<file path="src/rtl/uart_rx_deserializer.sv">
// UART receive engine: oversampled start detect, 5-8 data bits LSB-first,
// optional parity and 1/2 stop bits, one-cycle valid pulse with error flags.
module uart_rx_deserializer #(
    parameter int SAMPLING_RATE = 16
) (
    input  logic       clk,
    input  logic       reset,
    input  logic       rx_en_i,
    input  logic       tick_i,
    input  logic       rx_i,
    input  logic [1:0] data_bit_num_i,
    input  logic       parity_en_i,
    input  logic       parity_type_i,
    input  logic       stop_bit_num_i,
    output logic [7:0] data_o,
    output logic       data_valid_o,
    output logic       parity_err_o,
    output logic       stop_bit_err_o,
    output logic       busy_o
);
    localparam int CW = $clog2(SAMPLING_RATE);
    localparam logic [CW-1:0] CNT_MID = CW'(SAMPLING_RATE / 2 - 1);
    localparam logic [CW-1:0] CNT_END = CW'(SAMPLING_RATE - 1);

    typedef enum logic [2:0] {IDLE, START, DATA, PARITY, STOP} state_t;
    state_t state, state_nxt;

    logic          rx_meta, rx_s, rx_s_d;
    logic [CW-1:0] cnt;
    logic [2:0]    bit_idx;
    logic [7:0]    shreg;
    logic [1:0]    cfg_bits;
    logic          cfg_par_en, cfg_par_odd, cfg_stop2;
    logic          stop_idx, par_err, stop_err;
    logic          start_edge, mid_tick, bit_tick, last_bit, last_stop, frame_done;

    assign start_edge = rx_en_i && rx_s_d && !rx_s;
    assign mid_tick   = tick_i && (cnt == CNT_MID);
    assign bit_tick   = tick_i && (cnt == CNT_END);
    // last data bit index is N-1 = 4 + cfg_bits
    assign last_bit   = (bit_idx == {1'b1, cfg_bits});
    assign last_stop  = (stop_idx == cfg_stop2);
    assign frame_done = rx_en_i && (state == STOP) && bit_tick && last_stop;
    assign busy_o     = (state != IDLE);

    always_comb begin
        state_nxt = state;
        case (state)
            IDLE:   if (start_edge) state_nxt = START;
            START:  if (mid_tick) state_nxt = rx_s ? IDLE : DATA;
            DATA:   if (bit_tick && last_bit) state_nxt = cfg_par_en ? PARITY : STOP;
            PARITY: if (bit_tick) state_nxt = STOP;
            STOP:   if (bit_tick && last_stop) state_nxt = IDLE;
            default: state_nxt = IDLE;
        endcase
        if (!rx_en_i) state_nxt = IDLE;
    end

    always_ff @(posedge clk) begin
        if (reset) begin
            state          <= IDLE;
            rx_meta        <= 1'b1;
            rx_s           <= 1'b1;
            rx_s_d         <= 1'b1;
            cnt            <= '0;
            bit_idx        <= '0;
            shreg          <= '0;
            cfg_bits       <= '0;
            cfg_par_en     <= 1'b0;
            cfg_par_odd    <= 1'b0;
            cfg_stop2      <= 1'b0;
            stop_idx       <= 1'b0;
            par_err        <= 1'b0;
            stop_err       <= 1'b0;
            data_o         <= '0;
            data_valid_o   <= 1'b0;
            parity_err_o   <= 1'b0;
            stop_bit_err_o <= 1'b0;
        end else begin
            state   <= state_nxt;
            rx_meta <= rx_i;
            rx_s    <= rx_meta;
            rx_s_d  <= rx_s;

            // counter restarts on every state entry and after each bit sample
            if (state == IDLE || state_nxt != state || bit_tick)
                cnt <= '0;
            else if (tick_i)
                cnt <= cnt + CW'(1);

            data_valid_o <= frame_done;

            case (state)
                IDLE: if (start_edge) begin
                    cfg_bits    <= data_bit_num_i;
                    cfg_par_en  <= parity_en_i;
                    cfg_par_odd <= parity_type_i;
                    cfg_stop2   <= stop_bit_num_i;
                end
                START: if (mid_tick && !rx_s) begin
                    bit_idx  <= '0;
                    shreg    <= '0;
                    stop_idx <= 1'b0;
                    par_err  <= 1'b0;
                    stop_err <= 1'b0;
                end
                DATA: if (bit_tick) begin
                    shreg   <= {rx_s, shreg[7:1]};
                    bit_idx <= bit_idx + 3'd1;
                end
                PARITY: if (bit_tick)
                    par_err <= ((^shreg) ^ rx_s) != cfg_par_odd;
                STOP: if (bit_tick) begin
                    stop_idx <= 1'b1;
                    if (!rx_s) stop_err <= 1'b1;
                    if (frame_done) begin
                        // LSB-first shifting leaves N bits at the top; right-align them
                        data_o         <= shreg >> (2'd3 - cfg_bits);
                        parity_err_o   <= par_err;
                        stop_bit_err_o <= stop_err | ~rx_s;
                    end
                end
                default: ;
            endcase
        end
    end
endmodule

</file>
<file path="config.mk">
export PLATFORM = sky130hd
export DESIGN_NAME = uart_rx_deserializer
export DESIGN_NICKNAME = d
export VERILOG_FILES = /design/src/rtl/uart_rx_deserializer.sv
export SDC_FILE = /design/constraint.sdc
export NUM_CORES = 1
export LEC_CHECK = 0
export BUFFER_PORTS_ARGS = -buffer_cell sky130_fd_sc_hd__clkbuf_2
export CAP_MARGIN = 20
export CORE_ASPECT_RATIO = 0.9
export CORE_UTILIZATION = 47
export DETAILED_ROUTE_END_ITERATION = 8
export PLACE_DENSITY = 0.67
export SYNTH_ARGS = -nofsm -noshare
export SYNTH_HDL_FRONTEND = slang
export SYNTH_SLANG_ARGS = --single-unit
</file>
<file path="constraint.sdc">
create_clock -name clk -period 1.8 [get_ports clk]
set_input_delay 0.09 -clock clk [delete_from_list [all_inputs] [get_ports clk]]
set_output_delay 0.09 -clock clk [all_outputs]
set_load 0.05 [all_outputs]
</file>
# Yosys cells after proc, flatten, opt, wreduce, memory -nomap -nowiden

Cells that the tools add are included.

Register bits: 40
Bits of input ports: 10
Output and inout bits: 12

Add/sub/neg operators: 3
Equal/unequal tests: 15
Shift operators: 1
Mux-type cells: 23
Bitwise gates (word level): 3
Reduce and logical (&&, ||, !) cells: 26

Operators with widths:

| cell                                                 | number |
|---|---|
| 2-to-1 mux 3 bit                                     | 9 |
| 2-to-1 mux 8 bit                                     | 2 |
| one-hot mux 8 bit (2 select lines)                   | 1 |
| one-hot mux 3 bit (5 select lines)                   | 1 |
| AND reduction 3 bit                                  | 4 |
| logical AND 1 bit                                    | 10 |
| inequality test 2 bit (second input constant)        | 5 |
| XOR reduction 8 bit                                  | 1 |
| >> shifter 8 x 2 -> 8 bit                            | 1 |
| equality test 3 x 2 -> 1 bit (second input constant) | 2 |
| one-hot mux 1 bit (2 select lines)                   | 3 |
| one-hot mux 3 bit (2 select lines)                   | 1 |
| nonzero test 2 bit                                   | 3 |
| 2-to-1 mux 1 bit                                     | 5 |
| adder 4 x 1 -> 4 bit (second input constant)         | 1 |
| equality test 4 x 3 -> 1 bit (second input constant) | 1 |
| equality test 4 bit (second input constant)          | 1 |
| AND reduction 4 bit                                  | 1 |
| adder 3 x 1 -> 3 bit (second input constant)         | 1 |
| equality test 3 x 1 -> 1 bit (second input constant) | 1 |
| equality test 3 bit                                  | 1 |
| equality test 3 bit (second input constant)          | 1 |
| zero test 3 bit                                      | 1 |
| inequality test 3 bit                                | 1 |
| other kinds (12)                                     | 13 |

# Depth between registers and ports, before layout

Depth in word-level cells: 10
Gate-level depth with buffers: 7

# Least setup slack after synthesis

No wires, ideal clock.

Path type: register -> register
Start point: reg cnt[0]
End point: reg par_err
Arrival: 1,599 ps
Required time: 1,655 ps
Slack: 56 ps
Cell stages (with the launch flop): 6
Buffers on the path: 0
Clock period less this slack: 1,744 ps
Cells stage by stage: dfxtp_1 > ha_1 > nand3_2 > or3_1 > o31ai_1 > o32ai_1

Cells in the longest elaborated chain, start to end: 5
Elaborated cells on any way between the ends: 8
Those cells by class: eq/ne (4); reduce/logical (4)

Ends and longest elaborated chain:

| element                                | RTL line | RTL |
|---|---|---|
| start, declared                        | 29       | `logic [CW-1:0] cnt;` |
| start signal, assigned                 | 89       | `cnt <= cnt + CW'(1);` |
| equality test 4 x 3 -> 1 bit           | 38       | `assign mid_tick = tick_i && (cnt == CNT_MID);` |
| logical AND 1 bit                      | 38       |  |
| logical AND 1 bit                      | 100      | `START: if (mid_tick && !rx_s) begin` |
| inequality test 2 bit (no source line) | --       |  |
| AND reduction 3 bit (no source line) * | --       |  |
| end signal, assigned                   | 112      | `par_err <= ((^shreg) ^ rx_s) != cfg_par_odd;` |
| end, declared                          | 34       | `logic stop_idx, par_err, stop_err;` |

Every way passes the cells marked *; elsewhere a longest branch is shown, timed or not.
A chain may end at the register's enable or synchronous reset.

# Worst setup path in the final report

Start point: reg state[1]
End point: reg bit_idx[2]

Cells in the longest elaborated chain, start to end: 3
Elaborated cells on any way between the ends: 7
Those cells by class: eq/ne (4); mux (1); reduce/logical (2)

Ends and longest elaborated chain:

| element                                                                             | RTL line | RTL |
|---|---|---|
| start, declared                                                                     | 26       | `state_t state, state_nxt;` |
| start signal, assigned                                                              | 80       | `state <= state_nxt;` |
| equality test 3 x 1 -> 1 bit / equality test 3 x 2 -> 1 bit (equally long branches) | 93       | `case (state)` |
| inequality test 2 bit (no source line) / nonzero test 2 bit (equally long branches) | --       |  |
| AND reduction 3 bit (no source line)                                                | --       |  |
| end signal, assigned                                                                | 109      | `bit_idx <= bit_idx + 3'd1;` |
| end, declared                                                                       | 30       | `logic [2:0] bit_idx;` |

Parallel ways exist; a longest one is shown, timed or not.

==> impl_metrics.yaml <==
outcome:
  status: "complete, no violations"
placement:
  place_congestion: 0.884
  dp_cells: 288
  port_buffers: 21
  hpwl_um: 2990
clock_tree:
  clkTransAtPathRegs_ps: 80
  cts_tree: "done"
  postCtsSetupBuffers: 0
  clock_path_buffers: 2
  clk_latency_ps: 290
  h-tree-depth: 2
  cts.sinks: 40
  root_buffer: "clkbuf_8"
  numCtsBuffers: 5
timing:
  maxSlewViolCount: 0
  slew_headroom_pct: 76.6
  fmaxAchievable_mhz: 589
  finalHoldViolCount: 0
  grt_setup_unrepaired: "no"
  fin_crit_ps: 1700
  finalSetupTns_ps: 0
  setup_viol: 0
  skew_ps: 9.60
  finalCritPeriodShare_pct: 94.3
  tightest_slew_ps: 349
global_routing:
  grt_usage_pct: 20.8
  antenna_found_initial: 0
  grt_remaining_overflow: 0
  grt_max_degree: 19
  grt_pass1_wl_um: 7320
  first_global_vias: 1485
critical_path:
  worstReg2RegEnd: "bit_idx[2]"
  path_cells: "or4b_4 > a2111oi_2 > xnor2_1 > nor2_1"
  slowest_stage: "or4b_4"
  endpoint_kind: "flip-flop"
  cp.required_ps: 1970
  reg2reg_depth: 4
  crit_arrival_ps: 1870
  worstSetupStartpointType: "flip-flop"
  worstSetupPathType: "reg2reg"
  regToRegStartpoint: "state[1]"
  max_stage_delay_ps: 580
  crit_fanout: 9
  rrSetupSlack_ps: 100
finish:
  drive_gt1_share_pct: 24.7
  antenna_cells: 0
  synthToLayoutAreaGrowth_pct: 18.1
  fillCellCount: 346
  nNetsFinal: 262
  layout.cells.non_filler: 297
floorplanning:
  row_count: 21
  start_util_pct: 50.9
  core_sq_um: 3860
  dieWidth_um: 70.1
  dieArea_sq_um: 4440
  pin_count: 22
  die_y_um: 63.3
power_and_ir_drop:
  leakage_nw: 0.835
  irDropWorstVdd_mv: 0.420
  p_per_area_nw_per_um2: 678
synthesis:
  ys_ff_latch: 40
  synth_area_leaders: "dfxtp_1 41%, mux2i_1 6.6%, nand2_1 5.9%"
  yosysMostFrequentCell: "dfxtp_1"
  synthDominantCellAreaShare_pct: 40.8
  synthTopCellsByCount: "40 x dfxtp_1, 31 x nand2_1, 22 x a21oi_1, 13 x clkbuf_1, 13 x mux2i_1"
  avgSynthCellArea_sq_um: 8.89
  yosys_most_used_dff: "dfxtp_1"
  synth-edff-count: 0
  synth_cell_types: 43
  synth_cells: 221
  synthArstFlopShare_pct: 0
  yosys.area.top_type: "dfxtp_1"
  yosysWarnings: 0
  yosysSeqAreaShare_pct: 40.8
  synthesis.nets: 233
  syn_area_sq_um: 1960
hold_path:
  hold_depth: 3
  hold_start: "parity_type_i"
  hold-path-endpoint: "cfg_par_odd"
  min_path_type: "in2reg"
drt:
  drc_errors: 0
  drtIter0Drc: 81
  drt_first_pass_iters: 4
  wl_um: 4210
  vias: 1658
  ant_nets: 0
  wire_per_inst_um: 14.2
  avgViaCountPerCell: 5.58
run:
  maxCapViolations: 0
report_power, final:
group,switching (mW),internal (mW),total (mW)
clock,0.294,0.313,0.607
sequential,0.00403,0.890,0.894
combinational,0.0396,0.0329,0.0725
repair_timing:
action / 4_1_cts / 5_1_grt
endpoints found under the setup margin: 0 / 22
resized for setup: 0 / 8
hold buffers: 1 / 0
hold endpoints to repair: 1 / 0
sequential cells by signal, summed over array words and instances (netlist names), 2 cells and up:
signal    count
data_o        8
shreg         8
cfg_bits      2
cnt           4
bit_idx       3
state         3
final cells by class:
cell class / count / area (sq um) / area share (%)
clock buffer: 8 / 90.1 / 3.88
sequential: 40 / 803 / 34.6
inverter: 3 / 11.3 / 0.485
tap: 46 / 57.6 / 2.48
multi-input combinational: 162 / 1110 / 47.8
timing repair buffer: 38 / 248 / 10.7
logic make-up (layout without fill, tap and decap cells):
kind of cell / after synthesis / in the layout / synth area share [%]
AOI/OAI and AO/OA: 39 / 39 / 12.5
xor gates and xnor gates: 17 / 17 / 8.28
adders and majority gates: 2 / 2 / 1.27
buffers and inverters: 19 / 49 / 4.14
DFF: 40 / 40 / 40.8
muxes: 16 / 16 / 9.49
and+or+nand+nor: 88 / 88 / 23.5
layout by cell type, fill, tap and decap left out, drive strengths merged, types with 2 or more instances in the layout:
cell	instances
clkbuf	29
nor3	5
buf	16
or3b	2
nor2	11
mux4	2
a31oi	2
xnor2	12
o21ai	6
or3	2
a21oi	22
ha	2
nor2b	2
dfxtp	40
nand3	13
xor2	4
nand3b	2
nand2	31
nor3b	4
inv	3
o211ai	2
and4	2
or2	3
mux2i	13
nand4	6
worst max-delay path: cells and delay by family (launching register included):
kind / cells / cell delay [ps]
compound gates: 1 / 410
xor+xnor: 1 / 160
flops: 1 / 370
simple gates: 2 / 650
how the worst max path moves through the flow:
stage / slack (ps) / startpoint / endpoint
after floorplan: 60 / cnt[0] / par_err
after global placement: 70 / state[1] / cnt[0]
after detailed placement: 80 / state[1] / bit_idx[2]
after CTS: 60 / state[1] / bit_idx[2]
after global routing: 7 / state[1] / shreg[5]
final: 100 / state[1] / bit_idx[2]
layer usage:
layer  track usage, %  part of all wire, %  up-vias
met4             6.25                 0.95        0
met1             30.2                   52      771
li1                 -                    -      843
met3             5.92                  5.1        5
met5                0                    0        -
met2             29.7                   42       39
metrics by stage:
stage          hold slack [ps]  area [sq um]  worst slack (ps)  power (mW)  util, %
6_report                  28.9          2320               102        1.57     60.1
5_1_grt                   26.2          2320              6.89        1.64     60.1
4_1_cts                   28.4          2290              59.3        1.58     59.3
3_5_place_dp               288          2190              78.1       0.984     56.7
3_3_place_gp               280          2190              71.5       0.984     56.7
2_1_floorplan              194          1960              56.0       0.957        -
Power figures use the tool's default switching activity.
